### config.mk
export PLATFORM = sky130hd
export DESIGN_NAME = zb_chan_fifo_flat
export DESIGN_NICKNAME = d
export VERILOG_FILES = /design/src/rtl/zb_fifo_pkg.sv /design/src/rtl/zb_chan_fifo_if.sv /design/src/rtl/zb_fifo_ch.sv /design/src/rtl/zb_chan_fifo.sv /design/src/flat_wrapper.sv
export SDC_FILE = /design/constraint.sdc
export NUM_CORES = 1
export LEC_CHECK = 0
export CAP_MARGIN = 20
export CORE_ASPECT_RATIO = 0.6
export CORE_UTILIZATION = 55
export DETAILED_ROUTE_END_ITERATION = 10
export PLACE_DENSITY = 0.75
export SYNTH_ARGS = -nofsm -noshare
export SYNTH_HDL_FRONTEND = slang
export SYNTH_SLANG_ARGS = --single-unit
### constraint.sdc
create_clock -name inClock -period 3.46 [get_ports inClock]
set_input_delay 0.692 -clock inClock [delete_from_list [all_inputs] [get_ports inClock]]
set_output_delay 0.692 -clock inClock [all_outputs]
set_load 0.05 [all_outputs]
### src/rtl/zb_fifo_pkg.sv
// Shared constants, width helpers and the per-channel status type for zb_chan_fifo.
// Optional occupancy output is enabled with ZB_FIFO_LEVEL_EN.
package zb_fifo_pkg;

  localparam int DEF_WIDTH  = 4;
  localparam int DEF_DEPTH  = 8;
  localparam int DEF_NUM_CH = 2;

  // A single channel still needs a 1-bit select so the port never collapses to zero width.
  function automatic int ch_width(input int num_ch);
    return (num_ch > 1) ? $clog2(num_ch) : 1;
  endfunction

  function automatic int cnt_width(input int depth);
    return $clog2(depth + 1);
  endfunction

  typedef struct packed {
    logic full;
    logic empty;
    logic ovf;
    logic unf;
  } ch_status_t;

endpackage

### src/rtl/zb_chan_fifo_if.sv
// Request/status bundle of the multi-channel FIFO bank.
// outLevel exists only when ZB_FIFO_LEVEL_EN is defined.
interface zb_chan_fifo_if #(
  parameter int WIDTH  = zb_fifo_pkg::DEF_WIDTH,
  parameter int DEPTH  = zb_fifo_pkg::DEF_DEPTH,
  parameter int NUM_CH = zb_fifo_pkg::DEF_NUM_CH
);
  localparam int CH_W = zb_fifo_pkg::ch_width(NUM_CH);

  // Requests are sampled every rising edge with no backpressure: a write/read
  // enable is either accepted or refused in that cycle (status tells which),
  // and an accepted read returns outData with a one-cycle outValid pulse.
  logic [WIDTH-1:0]  inData;
  logic              inWriteEnable;
  logic [CH_W-1:0]   inWrSel;
  logic              inReadEnable;
  logic [CH_W-1:0]   inRdSel;
  logic              inClearFlags;
  logic [WIDTH-1:0]  outData;
  logic              outValid;
  logic [NUM_CH-1:0] outFull;
  logic [NUM_CH-1:0] outEmpty;
  logic [NUM_CH-1:0] outOverflow;
  logic [NUM_CH-1:0] outUnderflow;
`ifdef ZB_FIFO_LEVEL_EN
  localparam int CNT_W = zb_fifo_pkg::cnt_width(DEPTH);
  logic [NUM_CH*CNT_W-1:0] outLevel;
`endif

  modport master (
    output inData, inWriteEnable, inWrSel, inReadEnable, inRdSel, inClearFlags,
    input  outData, outValid, outFull, outEmpty, outOverflow, outUnderflow
`ifdef ZB_FIFO_LEVEL_EN
    , input outLevel
`endif
  );

  modport slave (
    input  inData, inWriteEnable, inWrSel, inReadEnable, inRdSel, inClearFlags,
    output outData, outValid, outFull, outEmpty, outOverflow, outUnderflow
`ifdef ZB_FIFO_LEVEL_EN
    , output outLevel
`endif
  );

endinterface

### src/rtl/zb_fifo_ch.sv
// One FIFO channel: storage, wrapping pointers, occupancy count and sticky error flags.
// The level port is present only when ZB_FIFO_LEVEL_EN is defined.
module zb_fifo_ch
  import zb_fifo_pkg::*;
#(
  parameter int WIDTH = DEF_WIDTH,
  parameter int DEPTH = DEF_DEPTH,
  localparam int PTR_W = $clog2(DEPTH),
  localparam int CNT_W = cnt_width(DEPTH)
) (
  input  logic             clk,
  input  logic             rst,
  input  logic             wr_en,
  input  logic             rd_en,
  input  logic             wr_err,
  input  logic             rd_err,
  input  logic             clr,
  input  logic [WIDTH-1:0] wr_data,
  output logic [WIDTH-1:0] rd_data,
  output ch_status_t       status
`ifdef ZB_FIFO_LEVEL_EN
  , output logic [CNT_W-1:0] level
`endif
);

  logic [WIDTH-1:0] mem [DEPTH];
  logic [PTR_W-1:0] wr_ptr;
  logic [PTR_W-1:0] rd_ptr;
  logic [CNT_W-1:0] count;
  logic             ovf;
  logic             unf;

  always_ff @(posedge clk or posedge rst) begin
    if (rst) begin
      wr_ptr <= '0;
      rd_ptr <= '0;
      count  <= '0;
      ovf    <= 1'b0;
      unf    <= 1'b0;
    end else begin
      if (wr_en) wr_ptr <= wr_ptr + PTR_W'(1);
      if (rd_en) rd_ptr <= rd_ptr + PTR_W'(1);
      if (wr_en && !rd_en)      count <= count + CNT_W'(1);
      else if (rd_en && !wr_en) count <= count - CNT_W'(1);
      // A fresh error outranks a clear issued in the same cycle.
      if (wr_err)   ovf <= 1'b1;
      else if (clr) ovf <= 1'b0;
      if (rd_err)   unf <= 1'b1;
      else if (clr) unf <= 1'b0;
    end
  end

  // Storage needs no reset: the cleared count makes every old entry unreachable.
  always_ff @(posedge clk) begin
    if (wr_en) mem[wr_ptr] <= wr_data;
  end

  assign rd_data      = mem[rd_ptr];
  assign status.full  = (count == CNT_W'(DEPTH));
  assign status.empty = (count == '0);
  assign status.ovf   = ovf;
  assign status.unf   = unf;
`ifdef ZB_FIFO_LEVEL_EN
  assign level = count;
`endif

endmodule

### src/rtl/zb_chan_fifo.sv
// Multi-channel FIFO bank: write/read select decode, full-channel pass-through rule, registered read port.
// Define ZB_FIFO_LEVEL_EN to export per-channel occupancy on outLevel.
module zb_chan_fifo
  import zb_fifo_pkg::*;
#(
  parameter int WIDTH  = DEF_WIDTH,
  parameter int DEPTH  = DEF_DEPTH,
  parameter int NUM_CH = DEF_NUM_CH
) (
  input logic           inClock,
  input logic           inReset,
  zb_chan_fifo_if.slave bus
);

  localparam int CH_W = ch_width(NUM_CH);

  ch_status_t        st      [NUM_CH];
  logic [WIDTH-1:0]  rd_data [NUM_CH];
  logic [NUM_CH-1:0] wr_acc, rd_acc, wr_err, rd_err;
  logic [NUM_CH-1:0] full_v, empty_v, ovf_v, unf_v;
  logic [WIDTH-1:0]  rd_mux;
  logic              rd_any;
  logic [WIDTH-1:0]  data_q;
  logic              valid_q;

  // A select beyond NUM_CH matches no channel, so it is dropped without any flag.
  always_comb begin
    wr_acc  = '0;
    rd_acc  = '0;
    wr_err  = '0;
    rd_err  = '0;
    full_v  = '0;
    empty_v = '0;
    ovf_v   = '0;
    unf_v   = '0;
    rd_mux  = '0;
    for (int i = 0; i < NUM_CH; i++) begin
      rd_acc[i] = bus.inReadEnable && (bus.inRdSel == CH_W'(i)) && !st[i].empty;
      rd_err[i] = bus.inReadEnable && (bus.inRdSel == CH_W'(i)) && st[i].empty;
      // A full channel still takes a write when the same cycle pops from it.
      wr_acc[i] = bus.inWriteEnable && (bus.inWrSel == CH_W'(i)) && (!st[i].full || rd_acc[i]);
      wr_err[i] = bus.inWriteEnable && (bus.inWrSel == CH_W'(i)) && st[i].full && !rd_acc[i];
      if (rd_acc[i]) rd_mux = rd_data[i];
      full_v[i]  = st[i].full;
      empty_v[i] = st[i].empty;
      ovf_v[i]   = st[i].ovf;
      unf_v[i]   = st[i].unf;
    end
    rd_any = |rd_acc;
  end

`ifdef ZB_FIFO_LEVEL_EN
  localparam int CNT_W = cnt_width(DEPTH);
  logic [NUM_CH*CNT_W-1:0] level_v;
`endif

  for (genvar i = 0; i < NUM_CH; i++) begin : g_ch
    zb_fifo_ch #(
      .WIDTH (WIDTH),
      .DEPTH (DEPTH)
    ) u_ch (
      .clk     (inClock),
      .rst     (inReset),
      .wr_en   (wr_acc[i]),
      .rd_en   (rd_acc[i]),
      .wr_err  (wr_err[i]),
      .rd_err  (rd_err[i]),
      .clr     (bus.inClearFlags),
      .wr_data (bus.inData),
      .rd_data (rd_data[i]),
      .status  (st[i])
`ifdef ZB_FIFO_LEVEL_EN
      , .level (level_v[i*CNT_W +: CNT_W])
`endif
    );
  end

  always_ff @(posedge inClock or posedge inReset) begin
    if (inReset) begin
      data_q  <= '0;
      valid_q <= 1'b0;
    end else begin
      valid_q <= rd_any;
      if (rd_any) data_q <= rd_mux;
    end
  end

  assign bus.outData      = data_q;
  assign bus.outValid     = valid_q;
  assign bus.outFull      = full_v;
  assign bus.outEmpty     = empty_v;
  assign bus.outOverflow  = ovf_v;
  assign bus.outUnderflow = unf_v;
`ifdef ZB_FIFO_LEVEL_EN
  assign bus.outLevel     = level_v;
`endif

endmodule

### src/flat_wrapper.sv
// flat-port wrapper written by rule: the top's interface ports become plain ports
module zb_chan_fifo_flat import zb_fifo_pkg::*;
#(
  parameter int WIDTH  = DEF_WIDTH,
  parameter int DEPTH  = DEF_DEPTH,
  parameter int NUM_CH = DEF_NUM_CH
)
  (inClock, inReset, bus_inData, bus_inWriteEnable, bus_inWrSel, bus_inReadEnable, bus_inRdSel, bus_inClearFlags, bus_outData, bus_outValid, bus_outFull, bus_outEmpty, bus_outOverflow, bus_outUnderflow);
  zb_chan_fifo_if #(.WIDTH(WIDTH), .DEPTH(DEPTH), .NUM_CH(NUM_CH)) bus_i ();
  input logic inClock;
  input logic inReset;
  input wire logic [$bits(bus_i.inData)-1:0] bus_inData;
  input wire logic [$bits(bus_i.inWriteEnable)-1:0] bus_inWriteEnable;
  input wire logic [$bits(bus_i.inWrSel)-1:0] bus_inWrSel;
  input wire logic [$bits(bus_i.inReadEnable)-1:0] bus_inReadEnable;
  input wire logic [$bits(bus_i.inRdSel)-1:0] bus_inRdSel;
  input wire logic [$bits(bus_i.inClearFlags)-1:0] bus_inClearFlags;
  output wire logic [$bits(bus_i.outData)-1:0] bus_outData;
  output wire logic [$bits(bus_i.outValid)-1:0] bus_outValid;
  output wire logic [$bits(bus_i.outFull)-1:0] bus_outFull;
  output wire logic [$bits(bus_i.outEmpty)-1:0] bus_outEmpty;
  output wire logic [$bits(bus_i.outOverflow)-1:0] bus_outOverflow;
  output wire logic [$bits(bus_i.outUnderflow)-1:0] bus_outUnderflow;
  assign bus_i.inData = bus_inData;
  assign bus_i.inWriteEnable = bus_inWriteEnable;
  assign bus_i.inWrSel = bus_inWrSel;
  assign bus_i.inReadEnable = bus_inReadEnable;
  assign bus_i.inRdSel = bus_inRdSel;
  assign bus_i.inClearFlags = bus_inClearFlags;
  assign bus_outData = bus_i.outData;
  assign bus_outValid = bus_i.outValid;
  assign bus_outFull = bus_i.outFull;
  assign bus_outEmpty = bus_i.outEmpty;
  assign bus_outOverflow = bus_i.outOverflow;
  assign bus_outUnderflow = bus_i.outUnderflow;
  zb_chan_fifo #(.WIDTH(WIDTH), .DEPTH(DEPTH), .NUM_CH(NUM_CH)) u_core (.inClock(inClock), .inReset(inReset), .bus(bus_i));
endmodule
Word-level counts from Yosys, hierarchy flattened
Memories as Yosys holds them, arrays and structs flattened.
Cells that the tools add are included.
{"block": "word_totals", "regBits": 29, "mem_bits_rw": 64, "in_bits": 11, "out_inout_bits": 13, "wordCells": 78, "mem_count": 2}
{"block": "classes", "addsub": 8, "eq_ne": 2, "muxes": 15, "bitwise_logic": 2, "reduce_logical": 37}
{"name": "u_core.g_ch[0].u_ch.mem", "words": 8, "word_bits": 4, "rd": 1, "rd_ports_with_merged_regs": 0, "wr": 1, "line_no": "zb_fifo_ch.sv:26", "source": "logic [WIDTH-1:0] mem [DEPTH];"}
{"name": "u_core.g_ch[1].u_ch.mem", "words": 8, "word_bits": 4, "rd": 1, "rd_ports_with_merged_regs": 0, "wr": 1, "line_no": "zb_fifo_ch.sv:26"}
{"operator": "4-bit 2-to-1 mux", "count": 6}
{"operator": "1-bit logical AND", "count": 18}
{"operator": "3-bit by 1-bit adder with 3-bit output, second input constant", "count": 4}
{"operator": "2-bit nonzero test", "count": 6}
{"operator": "1-bit 2-to-1 mux", "count": 9}
{"operator": "4-bit by 1-bit adder with 4-bit output, second input constant", "count": 2}
{"operator": "4-bit equality test, second input constant", "count": 2}
{"operator": "1-bit logical NOT", "count": 8}
{"operator": "4-bit logical NOT", "count": 2}
{"operator": "4-bit by 1-bit subtractor with 4-bit output, second input constant", "count": 2}
{"operator": "1-bit logical OR", "count": 2}
{"operator": "1-bit inverter", "count": 2}
{"operator": "2-bit OR reduction", "count": 1}

Logic depth before layout (Yosys ltp)
Gate-level depths: netlist of the first run.
{"block": "logic_depth", "depth_word": 9, "depth_mapped": 11, "ltp_nobuf": 11}

Hierarchy
Synthesis of the first run repeated with hierarchy kept, for this count alone.
{"block": "hier_totals", "hier_cells": 259, "hier_area_um2": 4181.5}
{"mod": "zb_fifo_ch", "n_inst": 2, "cells_each": 113, "area_per_inst_um2": 1926.8, "seq_area_each_um2": 1261.2}
{"mod": "zb_chan_fifo", "n_inst": 1, "cells_each": 33, "area_per_inst_um2": 327.8, "seq_area_each_um2": 125.1}

Worst setup path after synthesis of the first run
Ideal clock, no wire load.
{"block": "synth_path", "kind": "register to register", "start": "register u_core.g_ch[1].u_ch.count[0]", "end": "register u_core.g_ch[1].u_ch.count[3]", "setup_time_ps": 80, "arrival_time_ps": 3145, "required_time_ps": 3380, "setup_slack_ps": 235, "stages_incl_launch_ff": 12, "path_buffers": 0, "period_less_slack_ps": 3225, "path_cell_list": "dfrtp_1 -> nor4b_2 -> nand2_1 -> nand3_2 -> inv_4 -> ha_1 -> inv_1 -> ha_1 -> a21o_2 -> a21oi_1 -> mux2i_1 -> xnor2_1"}
{"block": "synth_via", "word_cells_on_any_way": 16, "cone_classes": "add/sub: 2; eq/ne: 1; mux: 2; reduce/logical: 11"}
{"element": "start, declared", "line_no": "zb_fifo_ch.sv:29", "source": "logic [CNT_W-1:0] count;"}
{"element": "start signal, assigned", "line_no": "zb_fifo_ch.sv:43", "source": "if (wr_en && !rd_en) count <= count + CNT_W'(1);"}
{"element": "start signal, assigned", "line_no": "zb_fifo_ch.sv:44", "source": "else if (rd_en && !wr_en) count <= count - CNT_W'(1);"}
{"element": "4-bit equality test *", "line_no": "zb_fifo_ch.sv:59", "source": "assign status.full = (count == CNT_W'(DEPTH));"}
{"element": "via bus_outFull[1]", "line_no": "flat_wrapper.sv:20", "source": "output wire logic [$bits(bus_i.outFull)-1:0] bus_outFull;"}
{"element": "1-bit logical NOT *", "line_no": "zb_chan_fifo.sv:41", "source": "wr_acc[i] = bus.inWriteEnable && (bus.inWrSel == CH_W'(i)) && (!st[i].full || rd_acc[i]);"}
{"element": "1-bit logical OR *", "line_no": "zb_chan_fifo.sv:41"}
{"element": "1-bit logical AND *", "line_no": "zb_chan_fifo.sv:41"}
{"element": "via u_core.g_ch[1].u_ch.wr_en", "line_no": "zb_fifo_ch.sv:13", "source": "input logic wr_en,"}
{"element": "1-bit logical NOT", "line_no": "zb_fifo_ch.sv:44"}
{"element": "1-bit logical AND", "line_no": "zb_fifo_ch.sv:44"}
{"element": "2-bit nonzero test (no source line)"}
Mark *: on every way through the listed nets, which the timed path passes. The rest lies on a longest branch. The select of a mux whose other input is x is not followed.
A chain may end at the register's enable or synchronous reset.

Worst setup path in the final report of the first run
{"block": "layout_path", "start": "register u_core.g_ch[1].u_ch.count[0]", "end": "output bus_outEmpty[1]"}
{"block": "layout_via", "elab_chain_cells": 1}
{"element": "4-bit logical NOT", "line_no": "zb_fifo_ch.sv:60", "source": "assign status.empty = (count == '0);"}
{"element": "end, declared", "line_no": "flat_wrapper.sv:21", "source": "output wire logic [$bits(bus_i.outEmpty)-1:0] bus_outEmpty;"}
No other way between the ends.

==> impl_metrics.toml, run 1 <==
[worst_setup_path]
start_kind = "flop"
crit_required_ns = 2.77
endpoint_kind = "output port"
path_max_fanout = 5
crit_type = "flop to output port"
cp.arrival_ns = 2.27

[global_routing]
antenna_found_initial = 0
track_usage_pct = 22.4
grt_pass1_vias = 2024
grt_first_pass_wirelength_um = 11600
grt_overflow = 0
grt_max_degree = 30

[drt]
via_per_inst = 5.63
finalWirelength_um = 7270
drt_first_pass_iters = 7
routedWlPerCell_um = 20.0
drt_iter0_drc = 163
drc = 3
final_antenna_net_count = 0
vias = 2043

[clocking]
cts_inserted_buffers = 9
clock_latency_ns = 0.34
root_buffer = "clkbuf_16"
clockBufferDepth = 2
cts_hold_buffers = 0
post_cts.repair.setup_buffers = 0
cts_resized = 0
htreeDepth = 3
cts_tree = "built"
clkSlewWorstSetupHoldPaths_ns = 0.06
clock_sinks = 93

[run_status]
violations = "DRC"
outcome = "finished, violations left"

[cells_and_area]
design_area_mm2 = 0.00456
area_growth_syn_to_layout_pct = 14.4
final_cells = 363
drive_above_1_share_pct = 17.8
num_antenna_cells = 0
layout.nets = 294

[placed_design]
place_hpwl_um = 5090
portBuffers = 23
dpl.cell_count = 347
place_area_mm2 = 0.00430
globalplace.congestion = 0.777

[power_and_ir_drop]
irDropWorstVdd_v = 0.000548
p_per_area_mw_per_mm2 = 822
p_leak_nw = 1.64
finalPower_w = 0.00375

[synthesis]
synth_largest_area_cell = "edfxtp_1"
synth-main-ff-cell = "edfxtp_1"
yosysWarnings = 0
avgSynthCellArea_um2 = 16.5
synthesis.area_mm2 = 0.00398
synth_top_cell_area_share_pct = 48.2
async_flop_share_pct = 31.2
ys_ff_latch = 93
syn_inst = 242
seq_area_frac_synth_pct = 66.5
synthTopCellsByCount = "edfxtp_1, dfrtp_1, mux4_2"
yosys-top-cells-area = "edfxtp_1, dfrtp_1, mux4_2"
synth_most_common_cell = "edfxtp_1"
ys_types = 36
synth_edf_count = 64
syn_nets = 265

[sta]
finalCriticalPeriod_ns = 2.97
setup_tns_ns = 0
slew-limit-headroom_pct = 50.7
max_freq_mhz = 337
holdWs_ns = 0.515
maxSlewViolCount = 0
finalSetupViolCount = 0
grt_setup_unrepaired = "false"
hold_viol = 0
final.setup_skew_ns = 0.00587
finalCritPeriodShare_pct = 85.7
worst_slew_pin_slew_ns = 0.734

[floorplan]
core.rowCount = 23
ioPinCount = 24
die_y_um = 67.9
dieArea_mm2 = 0.00760
core_region_area_mm2 = 0.00685
floorplan.initialDensity_pct = 58.2
die_w_um = 112

[job]
maxCapViolCount = 0

[min_path]
hold_path.class = "flop to flop"
==> flip-flops by register name, indices dropped and copies added (netlist names) <==
register / count
u_core.g_ch.u_ch.rd_ptr: 6
u_core.g_ch.u_ch.ovf: 2
u_core.g_ch.u_ch.wr_ptr: 6
u_core.g_ch.u_ch.mem: 64
u_core.g_ch.u_ch.unf: 2
u_core.g_ch.u_ch.count: 8
u_core.bus.outValid: 1
u_core.bus.outData: 4
==> cell usage in the layout, fill, tap and decap left out, types with 2 or more instances in the layout <==
| cell | count |
|---|---|
| edfxtp_1 | 64 |
| dfrtp_1 | 29 |
| clkdlybuf4s50_1 | 23 |
| mux4_2 | 16 |
| nand2_1 | 14 |
| nor2_1 | 14 |
| xnor2_1 | 12 |
| inv_1 | 10 |
| mux2i_1 | 10 |
| ha_1 | 10 |
| clkbuf_16 | 9 |
| nand2b_1 | 7 |
| buf_4 | 7 |
| nor3_1 | 6 |
| mux2_2 | 5 |
| clkbuf_1 | 5 |
| nand3_1 | 4 |
| o221ai_1 | 4 |
| o22ai_1 | 4 |
| xor2_1 | 2 |
| o21ai_0 | 2 |
| nand3_2 | 2 |
| a21oi_1 | 2 |
| fa_1 | 2 |
| clkinv_2 | 2 |
==> critical path: stages, from the launching register on <==
cell	delay, ns
dfrtp_1	0.47
or4_4	0.60
inv_1	0.07
clkdlybuf4s50_1	0.79
==> per-layer routing <==
| metal | wire length (um) | global-route usage (%) |
|---|---|---|
| met1 | 3740 | 33.9 |
| met3 | 576 | 7.79 |
| met2 | 2920 | 29.5 |
| met5 | 0 | 0 |
| met4 | 37 | 8.61 |
==> cells by family after synthesis <==
| group | after synthesis | share of synthesized area (%) |
|---|---|---|
| flip-flops | 93 | 66.5 |
| AND/OR/NAND/NOR | 53 | 7.38 |
| multiplexers | 32 | 13.3 |
| buffers and inverters | 23 | 2.95 |
| AO/OA/AOI/OAI | 15 | 2.64 |
| XOR/XNOR | 14 | 3.08 |
| adder cells (fa/ha/maj) | 12 | 4.15 |
==> power by group <==
group | switching (W) | total, W | internal (W)
sequential | 0.000333 | 0.00174 | 0.00141
clock | 0.000370 | 0.000855 | 0.000485
combinational | 0.000556 | 0.00115 | 0.000594
==> metrics by stage <==
step	setup slack (ns)	util, %
after floorplan	0.235	-
final	0.494	66.5
after global routing	0.420	66.5
after CTS	0.470	66.5
after global placement	0.456	62.8
after detailed placement	0.377	62.8
==> path summary, 6_finish.rpt <==
check / start / to / depth (start not counted) / slack [ns]
setup / recovery: u_core.g_ch[1].u_ch.count[0]$_DFFE_PP0P_ / bus_outEmpty[1] / 3 / 0.49
hold / removal: u_core.bus.outData[1]$_DFFE_PP0P_ / u_core.bus.outData[1]$_DFFE_PP0P_ / 2 / 0.52
setup reg to reg: u_core.g_ch[1].u_ch.count[0]$_DFFE_PP0P_ / u_core.g_ch[1].u_ch.count[3]$_DFFE_PP0P_ / 9 / 0.69
hold reg to reg: u_core.bus.outData[1]$_DFFE_PP0P_ / u_core.bus.outData[1]$_DFFE_PP0P_ / 2 / 0.52
max in group asynchronous: inReset / u_core.g_ch[1].u_ch.count[0]$_DFFE_PP0P_ / 3 / 2.44
min in group asynchronous: inReset / u_core.g_ch[1].u_ch.rd_ptr[0]$_DFFE_PP0N_ / 3 / 0.73
==> area by class of cell <==
cell class                      count  area, um^2
Multi-Input combinational cell    126        1220
Timing Repair Buffer               30         283
Clock inverter                      2        10.0
Inverter                           11        43.8
Tap cell                           87         109
Sequential cell                    93        2650
Fill cell                         473        2290
Clock buffer                       14         244
Note: power is estimated with default switching activity, not from simulation.
==> run 2, diff against run 1 <==
--- a/config.mk
+++ b/config.mk
@@ -9,7 +9,9 @@
 export CORE_ASPECT_RATIO = 0.6
 export CORE_UTILIZATION = 55
 export DETAILED_ROUTE_END_ITERATION = 10
-export PLACE_DENSITY = 0.75
+export PLACE_DENSITY = 0.74
+export SETUP_SLACK_MARGIN = 0.15
 export SYNTH_ARGS = -nofsm -noshare
 export SYNTH_HDL_FRONTEND = slang
+export SYNTH_HIERARCHICAL = 1
 export SYNTH_SLANG_ARGS = --single-unit
==> run 2 against run 1 <==
The run now ends clean. Sequential cell count unchanged. Critical path depth increased by 7. Sequential power about the same. Hold slack got worse by 0.033 ns. Register-to-register slack worse by 0.10 ns. Non-clock buffer count grew 1. Final area increased by 5.8%. Critical path type is now primary input to flop. Critical endpoint is now u_core/g_ch[0].u_ch/count[3]$_DFFE_PP0P_.
==> impl_metrics.toml, run 2 <==
[run_status]
outcome = "finished, final reports clean"

[worst_setup_path]
slowest_stage = "or4_1"
reg2regPathDepth = 10
crit_chain = "clkdlybuf4s50_1, nor3b_2, nor2b_1, nor3b_1, ha_1, inv_1, ha_1, or4_1, nand3_1, o221ai_1"
r2r_end = "u_core/g_ch[0].u_ch/count[3]$_DFFE_PP0P_"
crit_type = "primary input to flop"
worstReg2RegStart = "u_core/g_ch[0].u_ch/count[0]$_DFFE_PP0P_"
cp_slowest_stage_delay_ns = 0.48
crit_path_frequent_cell = "ha_1"
crit_family = "simple AND/OR/NAND/NOR gates"
start_kind = "primary input"
cp.arrival_ns = 3.30
path_max_fanout = 6
endpoint_kind = "flop"
ff2ff_setup_slack_ns = 0.59
worst-path-buf-inv = 2
crit_required_ns = 3.66

[drt]
via_per_inst = 5.44
routedWlPerCell_um = 17.1
drt_first_pass_iters = 4
drt_iter0_drc = 174
drc = 0
finalWirelength_um = 6840
vias = 2172
final_antenna_net_count = 0

[global_routing]
track_usage_pct = 19.4
grt_first_pass_wirelength_um = 10900
grt_pass1_vias = 2118
gr-usage-met2_pct = 27.1
grt_overflow = 0
grtUsageMet1_pct = 28.9
busiest_layer = "met1"
antenna_found_initial = 0
grt_max_degree = 17
gr-usage-met3_pct = 6.56

[sta]
hold_viol = 0
max_freq_mhz = 323
finalSetupViolCount = 0
finalCritPeriodShare_pct = 89.6
slew-limit-headroom_pct = 54.2
final.setup_skew_ns = 0.00465
maxSlewViolCount = 0
setup_tns_ns = 0
worst_slew_pin_slew_ns = 0.682
grt_setup_unrepaired = "false"
holdWs_ns = 0.482
finalCriticalPeriod_ns = 3.10

[floorplan]
dieArea_mm2 = 0.00797
core.rowCount = 24
ioPinCount = 24
die_y_um = 69.5
floorplan.initialDensity_pct = 57.3
core_region_area_mm2 = 0.00730
die_w_um = 115

[cells_and_area]
multi_input_area_mm2 = 0.00147
top_regs = "u_core/g_ch.u_ch/mem: 64 flops, u_core/g_ch.u_ch/count: 8 flops"
final_util_pct = 66.0
top_register = "u_core/g_ch.u_ch/mem"
layout.nets = 313
seq_area_mm2 = 0.00265
final_cells = 399
num_antenna_cells = 0
area_growth_syn_to_layout_pct = 15.3
drive_above_1_share_pct = 13.9
final_cell_mix = "edfxtp_1, dfrtp_1, clkdlybuf4s50_1"
largest_reg_flops = 64
final_common_cell = "edfxtp_1"
fillers = 517

[clocking]
cts_tree = "built"
htreeDepth = 3
cts_inserted_buffers = 9
clock_sinks = 93
clockBufferDepth = 2
clock_latency_ns = 0.34
root_buffer = "clkbuf_16"
cts_resized = 0
post_cts.repair.setup_buffers = 0
cts_hold_buffers = 0
clkSlewWorstSetupHoldPaths_ns = 0.06

[power_and_ir_drop]
p_leak_nw = 1.80
irDropWorstVdd_v = 0.000487
p_per_area_mw_per_mm2 = 788
finalPower_w = 0.00380

[synthesis]
syn_nets = 282
ys_types = 41
synth-main-ff-cell = "edfxtp_1"
yosysWarnings = 6
syn_inst = 259
synthesis.area_mm2 = 0.00418
yosys-top-cells-area = "edfxtp_1, dfrtp_1, mux4_1"
synth_largest_area_cell = "edfxtp_1"
seq_area_frac_synth_pct = 63.3
avgSynthCellArea_um2 = 16.1
async_flop_share_pct = 31.2
synthTopCellsByCount = "edfxtp_1, dfrtp_1, nor2_1"
ys_ff_latch = 93
synth_most_common_cell = "edfxtp_1"
synth_edf_count = 64
synth_top_cell_area_share_pct = 46.0

[placed_design]
dpl.cell_count = 383
globalplace.congestion = 0.815
portBuffers = 23
place_hpwl_um = 4800

[job]
maxCapViolCount = 0

[min_path]
min_from = "u_core/g_ch[0].u_ch/ovf$_DFFE_PP0P_"
hold_depth = 1
holdPathEnd = "u_core/g_ch[0].u_ch/ovf$_DFFE_PP0P_"
hold_path.class = "flop to flop"
## run 2: per-stage QoR
step / area (um^2) / worst slack [ns]
floorplan: 4220 / 0.122
global placement: 4570 / 0.182
detailed placement: 4570 / 0.0770
CTS: 4820 / 0.412
global route: 4820 / 0.206
finish: 4820 / 0.361
## run 2: final cells by class
class | instances | area share, %
repair buffers | 31 | 6.02
multi-input cells | 146 | 30.4
flip-flops and latches | 93 | 54.9
well taps | 104 | 2.70
inverters | 9 | 0.701
clock inverters | 3 | 0.260
clock buffers | 13 | 4.98
## run 2: routing by layer
metal	up-vias	wire, um
li1	1061	-
met3	8	267
met2	30	3080
met1	1073	3390
met4	0	93
met5	-	0
## run 2: cell families (layout without fill, tap and decap cells)
kind of cell,after synthesis,in the layout,synth area share (%)
DFF,93,93,63.3
and+or+nand+nor,66,66,8.68
muxes,32,32,14.3
AOI/OAI and AO/OA,24,24,4.58
buffers and inverters,20,56,2.66
adders and majority gates,12,12,3.95
xor gates and xnor gates,12,12,2.51
## run 2: worst max path at each step
stage	to	slack [ns]	depth (start not counted)	from
after global routing	u_core/g_ch[0].u_ch/count[3]$_DFFE_PP0P_	0.21	10	bus_inRdSel
after detailed placement	u_core/g_ch[0].u_ch/count[3]$_DFFE_PP0P_	0.08	10	bus_inRdSel
after floorplan	u_core/g_ch[1].u_ch/count[3]$_DFFE_PP0P_	0.12	9	u_core/g_ch[1].u_ch/count[1]$_DFFE_PP0P_
final	u_core/g_ch[0].u_ch/count[3]$_DFFE_PP0P_	0.36	10	bus_inRdSel
after CTS	u_core/g_ch[0].u_ch/count[3]$_DFFE_PP0P_	0.41	10	bus_inRdSel
after global placement	u_core/g_ch[0].u_ch/count[3]$_DFFE_PP0P_	0.18	10	bus_inRdSel
## run 2: where the power goes
part           switching, W  internal, W
registers          0.000306      0.00141
clock network      0.000358     0.000481
logic              0.000596     0.000648
total               0.00126      0.00254
==> run 3, diff against run 2 <==
==> constraint.sdc (replaced) <==
create_clock -name inClock -period 3.46 [get_ports inClock]
set_input_delay 0.346 -clock inClock [delete_from_list [all_inputs] [get_ports inClock]]
set_output_delay 0.346 -clock inClock [all_outputs]
set_load 0.05 [all_outputs]
==> run 3 against run 2 <==
Wire length grew 4.1%. Die area is the same. Clock power grew 13%. Final area grew 0.13%. Largest cell class unchanged. Count of clock-buffer cells in the layout grew 1. Sequential cell count is the same. Hold slack lost 0.18 ns. Sequential power is essentially flat. Fmax grew 8.1%. Total power grew 2.7%. Sequential share of layout area shrank 0.071 points. Register-to-register slack gained 0.04 ns.
==> impl_metrics.toml, run 3 (synthesis gave the netlist of run 2 again) <==
[worst_setup_path]
crit_required_ns = 3.66
crit_family = "simple AND/OR/NAND/NOR gates"
reg2regPathDepth = 9
crit_chain = "clkdlybuf4s50_1, nor3b_2, nor2b_1, nor3b_1, ha_1, inv_1, ha_1, or4_1, nand3_1, o221ai_1"
endpoint_kind = "flop"
cp.arrival_ns = 3.07
path_depth = 10
crit_type = "primary input to flop"
slowest_stage = "clkdlybuf4s50_1"
crit_path_frequent_cell = "ha_1"
ff2ff_setup_slack_ns = 0.63
path_max_fanout = 9
start_kind = "primary input"
worst-path-buf-inv = 2
cp_slowest_stage_delay_ns = 0.63

[clocking]
post_cts.repair.setup_buffers = 0
clkSlewWorstSetupHoldPaths_ns = 0.06
clock_sinks = 93
clockBufferDepth = 2
cts_inserted_buffers = 9
htreeDepth = 3
root_buffer = "clkbuf_16"
cts_resized = 0
cts_tree = "built"
cts_hold_buffers = 0
clock_latency_ns = 0.33

[run_status]
outcome = "finished, final reports clean"

[power_and_ir_drop]
pwr-share-clk_pct = 24.2
seq_power_share_pct = 44.0
finalPower_w = 0.00390
p_sw_w = 0.00127
p_int_w = 0.00263
p_per_area_mw_per_mm2 = 809
p_comb_share_pct = 31.8
p_leak_nw = 1.80
netSwitchingFraction_pct = 32.6
irDropWorstVdd_v = 0.000577

[floorplan]
ioPinCount = 24
core_region_area_mm2 = 0.00730
die_w_um = 115
die_y_um = 69.5
dieArea_mm2 = 0.00797
floorplan.initialDensity_pct = 57.3
core.rowCount = 24

[cells_and_area]
design_area_mm2 = 0.00483
fillers = 521
num_antenna_cells = 0
final_common_cell = "edfxtp_1"
final_util_pct = 66.1
layout.nets = 309
final_cell_mix = "edfxtp_1, dfrtp_1, clkdlybuf4s50_1"
top_regs = "u_core/g_ch.u_ch/mem: 64 flops, u_core/g_ch.u_ch/count: 8 flops"
seq_area_mm2 = 0.00265
drive_above_1_share_pct = 13.4
largest_reg_flops = 64
area_growth_syn_to_layout_pct = 15.4
top_register = "u_core/g_ch.u_ch/mem"
multi_input_area_mm2 = 0.00147

[placed_design]
globalplace.congestion = 0.806
place_hpwl_um = 4990
portBuffers = 23
place_area_mm2 = 0.00454

[global_routing]
grt_overflow = 0
grt_pass1_vias = 2218
grt_max_degree = 17
grt_first_pass_wirelength_um = 11600
track_usage_pct = 20.4
antenna_found_initial = 0

[drt]
routedWlPerCell_um = 18.0
final_antenna_net_count = 0
vias = 2205
drc = 0
drt_iter0_drc = 124
via_per_inst = 5.58
drt_first_pass_iters = 4
finalWirelength_um = 7120

[sta]
finalCriticalPeriod_ns = 2.87
worst_slew_pin_slew_ns = 0.673
holdWs_ns = 0.300
max_freq_mhz = 349
finalSetupViolCount = 0
final.setup_skew_ns = 0.00593
finalCritPeriodShare_pct = 82.9
grt_setup_unrepaired = "false"
maxSlewViolCount = 0
hold_viol = 0
setup_tns_ns = 0
slew-limit-headroom_pct = 54.8

[job]
maxCapViolCount = 0

[min_path]
hold_path.class = "primary input to asynchronous set/reset pin"
[run 3: area by class of cell]
| class | instances | area share, % |
|---|---|---|
| clock buffer | 14 | 5.26 |
| tap | 104 | 2.70 |
| clock inverter | 2 | 0.726 |
| sequential | 93 | 54.9 |
| inverter | 9 | 0.700 |
| timing repair buffer | 27 | 5.39 |
| multi-input combinational | 146 | 30.4 |
[run 3: worst paths after layout]
path	to	start
setup / recovery	u_core/g_ch[0].u_ch/count[3]$_DFFE_PP0P_	bus_inReadEnable
hold / removal	u_core/bus.outData[0]$_DFFE_PP0P_	inReset
setup reg to reg	u_core/g_ch[1].u_ch/count[3]$_DFFE_PP0P_	u_core/g_ch[1].u_ch/count[1]$_DFFE_PP0P_
hold reg to reg	u_core/g_ch[0].u_ch/ovf$_DFFE_PP0P_	u_core/g_ch[0].u_ch/ovf$_DFFE_PP0P_
max in group asynchronous	u_core/g_ch[1].u_ch/wr_ptr[0]$_DFFE_PP0P_	inReset
min in group inClock	u_core/g_ch[0].u_ch/ovf$_DFFE_PP0P_	u_core/g_ch[0].u_ch/ovf$_DFFE_PP0P_
[run 3: power groups by stage]
stage                     sequential [W]  clock, W  combinational [W]
final                            0.00172  0.000944            0.00124
after global routing             0.00175   0.00101            0.00135
after CTS                        0.00172  0.000976            0.00125
after detailed placement         0.00174         0            0.00125
after global placement           0.00173         0            0.00121
after floorplan                  0.00169         0           0.000960
[run 3: layer usage]
metal / GRT usage, % / part of all wire, % / vias to the layer above
met3: 7.60 / 4.6 / 4
li1: - / - / 1055
met5: 0 / 0 / -
met4: 5.19 / 0.59 / 0
met2: 30.7 / 47 / 34
met1: 28.4 / 48 / 1112
[run 3: through the flow]
step                cells  setup slack [ns]
floorplan             259             0.122
global placement      379             0.373
detailed placement    379             0.264
CTS                   395             0.607
global route          395             0.374
finish                395             0.592
